### src/rtl/int_ctrl.sv
// Interrupt controller: per-source synchroniser lanes, fixed-priority arbitration
// with priority nesting, and a small return-address stack feeding epc.

module int_ctrl_sync #(
  parameter int SYNC_STAGES = 2,
  parameter bit EDGE_TRIG   = 1'b1
) (
  input  logic clk,
  input  logic rst,
  input  logic raw,
  output logic hit
);
  logic [SYNC_STAGES-1:0] sync_q;
  logic [SYNC_STAGES:0]   taps;
  logic                   last;
  logic                   dly;

  assign taps = {sync_q, raw};
  assign last = sync_q[SYNC_STAGES-1];

  always_ff @(posedge clk or posedge rst) begin
    if (rst) begin
      sync_q <= '0;
      dly    <= 1'b0;
    end else begin
      sync_q <= taps[SYNC_STAGES-1:0];
      dly    <= last;
    end
  end

  assign hit = EDGE_TRIG ? (last & ~dly) : last;
endmodule

module int_ctrl #(
  parameter int SYNC_STAGES = 2,
  parameter bit EDGE_TRIG   = 1'b1
) (
  input  logic        clk,
  input  logic        rst,
  input  logic [2:0]  irq_in,
  input  logic        int_en,
  input  logic        int_block,
  input  logic        int_ack,
  input  logic [31:0] ret_pc,
  input  logic        eret,
  output logic        int_req,
  output logic [1:0]  int_num,
  output logic [31:0] epc,
  output logic [2:0]  in_service,
  output logic        eret_err
);
  localparam int NUM_SRC = 3;
  localparam int DEPTH   = 3;

  logic [NUM_SRC-1:0]          hit;
  logic [NUM_SRC-1:0]          pending;
  logic [NUM_SRC-1:0]          allow;
  logic [NUM_SRC-1:0]          avail;
  logic [NUM_SRC-1:0]          num_oh;
  logic [NUM_SRC-1:0]          is_low_oh;
  logic [DEPTH-1:0][31:0]      stack;
  logic [1:0]                  depth;
  logic [1:0]                  depth_pop;
  logic [1:0]                  cand;
  logic                        cand_vld;
  logic                        eligible;
  logic                        accept;
  logic                        pop;

  int_ctrl_sync #(.SYNC_STAGES(SYNC_STAGES), .EDGE_TRIG(EDGE_TRIG)) u_sync [NUM_SRC-1:0] (
    .clk (clk),
    .rst (rst),
    .raw (irq_in),
    .hit (hit)
  );

  // A source may only nest if it outranks every source already in service.
  always_comb begin
    logic blocked;
    blocked = 1'b0;
    allow   = '0;
    for (int i = 0; i < NUM_SRC; i++) begin
      if (in_service[i]) blocked = 1'b1;
      allow[i] = ~blocked;
    end
  end

  assign avail = pending & allow;

  always_comb begin
    cand     = 2'd3;
    cand_vld = 1'b0;
    for (int i = NUM_SRC-1; i >= 0; i--) begin
      if (avail[i]) begin
        cand     = 2'(i);
        cand_vld = 1'b1;
      end
    end
  end

  assign eligible  = int_en & ~int_block & cand_vld & ~int_ack;
  assign accept    = int_ack & int_req & ~int_block;
  assign pop       = eret & (depth != 2'd0);
  assign num_oh    = 3'b001 << int_num;
  assign is_low_oh = in_service & (~in_service + 3'd1);
  assign depth_pop = pop ? depth - 2'd1 : depth;

  always_ff @(posedge clk or posedge rst) begin
    if (rst) begin
      pending    <= '0;
      in_service <= '0;
      stack      <= '0;
      depth      <= 2'd0;
      int_req    <= 1'b0;
      int_num    <= 2'd3;
      eret_err   <= 1'b0;
    end else begin
      // New set wins over an ack clear landing on the same edge.
      pending    <= (pending & ~(accept ? num_oh : '0)) | hit;
      in_service <= (in_service & ~(pop ? is_low_oh : '0)) | (accept ? num_oh : '0);
      // Pop happens first so eret+ack replaces the top entry in place.
      if (accept && depth_pop != 2'(DEPTH)) begin
        for (int i = 0; i < DEPTH; i++)
          if (depth_pop == 2'(i)) stack[i] <= ret_pc;
        depth <= depth_pop + 2'd1;
      end else begin
        depth <= depth_pop;
      end
      int_req  <= eligible;
      int_num  <= eligible ? cand : 2'd3;
      eret_err <= eret & (depth == 2'd0);
    end
  end

  always_comb begin
    epc = '0;
    for (int i = 0; i < DEPTH; i++)
      if (depth == 2'(i + 1)) epc = stack[i];
  end
endmodule

### config.mk
export PLATFORM = sky130hd
export DESIGN_NAME = int_ctrl
export DESIGN_NICKNAME = d
export VERILOG_FILES = /design/src/rtl/int_ctrl.sv
export SDC_FILE = /design/constraint.sdc
export NUM_CORES = 1
export LEC_CHECK = 0
export CORE_UTILIZATION = 49
export DETAILED_ROUTE_END_ITERATION = 6
export PLACE_DENSITY = 0.78
export SLEW_MARGIN = 20
export SYNTH_ARGS = -nofsm -noshare
export SYNTH_HDL_FRONTEND = slang
export SYNTH_SLANG_ARGS = --single-unit
### constraint.sdc
create_clock -name clk -period 3.6 [get_ports clk]
set_input_delay 0.36 -clock clk [delete_from_list [all_inputs] [get_ports clk]]
set_output_delay 0.36 -clock clk [all_outputs]
set_load 0.005 [all_outputs]
==> summary.md <==
| Metric | Value |
|---|---|
| Nets | 540 |
| Pre-CTS WS | between 600 and 700 ps |
| Complex-gate fraction of the synthesized area | between 7 and 8% |
| Via count | about 3400 |
| Synthesized netlist cell count | roughly 420 |
| Max incr delay on CP | between 500 and 600 ps |
| Worst-Skew Late Latency | between 500 and 600 ps |
| Met1 Resource Use GR | 26.3% |
| Outcome | finished clean |
| Dominant synthesized flop cell | dfrtp_1 |
| Iteration-0 DRC Markers | 122 |
| Layout Cells excl Fill | between 600 and 700 |
| CP arrival | approximately 2900 ps |
| Dpl cells | around 600 |
| Starting Density | a little over 50% |
| Total power | 4.75 mW |
| Maxcap violations | 0 |
| Worst VDD drop | between 0.3 and 0.4 mV |
| Grt peak-use layer | met2 |
| Post-route setup slack | roughly 370 ps |
| Number of global-route vias before repair | about 3700 |
| # setup viols final | 0 |
| Synthesis-stage register bit count | ~120 |
| Sink Count | between 100 and 150 |
| EDFF count, synth | 0 |
| Multiplexer share of the synthesized area | 21.1% |
| RSZ-0062 raised after global routing | false |
| Post-cts resize count | 0 |
| Final Core Density | approximately 65% |
| DRC | 0 |
| Largest family of logic cells by synthesized area | multiplexers |
| CTS Hold Bufs | 0 |
| Final hold vios | 0 |
| CTS root buf | clkbuf_8 |
| CTS H-tree depth | 4 |
| Crit share post-route | between 80% and 90% |
| Setup Fix Bufs, Post-CTS | 0 |
| Met2 Use GR | 34.3% |
| Crit-path max FO | 18 |
| Die Y | ~110 microns |
| Post-synthesis xor/xnor area fraction | less than 1% |
| Met3 Use GR | 5.89% |
| Leak | ~3.3 nW |
| F_max | about 0.31 GHz |
| Total GRT Usage | between 20% and 30% |
| Diode count | 0 |
| Crit path buf inv count | 3 |
| Share of cells above drive strength 1 | roughly 28% |
| Area of the mapped netlist | about 5300 sq um |
| Core area | 10400 sq um |
| First-pass GRT wire length | 18.1 mm |
| Simple-Gate Fraction of Synth Area | 10.2% |
| Pwr per Cell Area | 707 nW/um^2 |
| IO Pins | 80 |
| Post-synthesis sequential area ratio | 55.3% |
| Chip width | 106 microns |
| Placed Area | slightly above 6000 sq um |
| Setup TNS | 0 ps |
| CP top delay family | buffers and inverters |
| Buffers on Ports | a little under 80 |
| Final worst hold slack | between 200 and 300 ps |
| Post-Syn Nets | around 460 |
| Die area | around 11000 sq um |
| Worst Hold Class | in -> reg |
| Post-DP HPWL | 6.61 mm |
| Area delta synth->final | 26.8% |
| ANT nets after route | 0 |
| CTS buffer count | 17 |
| Mean area per synthesized cell | between 10 and 15 sq um |
| CTS clk-pin slew, worst paths | around 50 ps |
| Slew Limit Fails | 0 |
| Initial antenna violation count | 0 |
| Worst path required time | 3240 ps |
| Routed WL | around 10 mm |
| Worst-margin pin slew | ~830 ps |
| Std-Cell Rows | 37 |
| YS warnings | 0 |
| Tmin final | 3230 ps |
| WL/cell | around 16 microns |
| Vias per cell | 5.25 |
| Drt first pass iters | 4 |
| Element type at the critical path end | output port |
| GP Congestion | about 0.75 |
| Cell variety after synth | 29 |
| CTS max path bufs | 2 |
| Pin count of the biggest net entering global routing | slightly below 70 |
| Post-Synth Adder-Cell Area | roughly 1.9% |
| Post-synth ARST share | 100% |
| Slowest stage cell, crit path | ha_1 |
| Fin area | approximately 6700 sq um |
| CTS tree | done |
| Crit path cell chain | inv_1, ha_1, buf_4, and3b_1, a21oi_1, o21ai_0, clkdlybuf4s50_1 |
| GR Overflow Total | 0 |
| CP Class | reg -> out |
| Startpoint types | flip-flop |
| Slew margin rel. | 44.5% |
| Clock Skews | ~10 ps |
[final timing paths]
path | from | end | slack (ps) | depth (start not counted)
max | depth[1] | epc[4] | 370 | 7
min | irq_in[0] | u_sync[0].sync_q[0] | 290 | 1
max reg2reg | depth[0] | stack[47] | 680 | 9
min reg2reg | u_sync[1].sync_q[0] | u_sync[1].sync_q[1] | 350 | 0
max in group asynchronous | rst | int_num[1] | 2450 | 3
min in group asynchronous | rst | stack[62] | 370 | 2
[kinds of logic (layout without fill, tap and decap cells)]
group	count (synthesis)	in the layout
DFF	117	117
muxes	97	97
and+or+nand+nor	82	82
AOI/OAI and AO/OA	74	74
buffers and inverters	35	124
adders and majority gates	8	8
xor gates and xnor gates	2	2
[placed cells by master (no fill, tap or decap), drive strengths merged, types with 3 or more instances in the layout]
| cell | count |
|---|---|
| dfrtp | 115 |
| mux2 | 97 |
| clkdlybuf4s50 | 79 |
| nand2 | 39 |
| o21ai | 34 |
| and3b | 32 |
| a21oi | 32 |
| clkbuf | 27 |
| inv | 9 |
| ha | 8 |
| buf | 4 |
| clkinv | 3 |
[power by group]
group	switching [mW]	internal [mW]	leakage, nW
clock network	0.540	1.05	0.280
logic	0.624	0.725	1.46
registers	0.163	1.65	1.54
total	1.33	3.43	3.28
[state kept, by name, summed over array words and instances (netlist names)]
signal,count
u_sync.sync_q,6
stack,96
eret_err,1
u_sync.dly,3
pending,3
in_service,3
depth,2
int_req,1
int_num,2
[metal layers]
| layer | routed length [microns] | vias up |
|---|---|---|
| li1 | - | 1618 |
| met1 | 4780 | 1668 |
| met2 | 5190 | 68 |
| met3 | 413 | 9 |
| met4 | 101 | 0 |
| met5 | 0 | - |
[worst reg2reg max path, stage by stage, from the launching register on]
cell and delay (ps):
dfrtp_1 380, inv_1 100, ha_1 210, nand2b_1 240, xnor2_1 400, inv_1 130, ha_1 210, and4bb_4 430
nand2_4 300, mux2_2 410
[Yosys cell counts (3+ instances only)]
master,n,area [sq um]
dfrtp_1,115,2880
mux2_2,90,1010
nand2_1,36,135
o21ai_0,34,170
a21oi_1,32,160
and3b_1,32,280
clkbuf_1,13,48.8
buf_6,9,101
inv_1,9,33.8
ha_1,8,100
mux2_4,7,105
buf_2,4,20.0
nand2_4,3,33.8
[cell type report]
| cell class | instances | area, sq um |
|---|---|---|
| inverters | 9 | 36.3 |
| fillers | 810 | 3690 |
| clock inverters | 5 | 75.1 |
| well taps | 136 | 170 |
| clock buffers | 27 | 492 |
| repair buffers | 83 | 846 |
| multi-input cells | 263 | 2170 |
| flip-flops and latches | 117 | 2930 |
No activity file was read; power rests on OpenSTA's default activity.
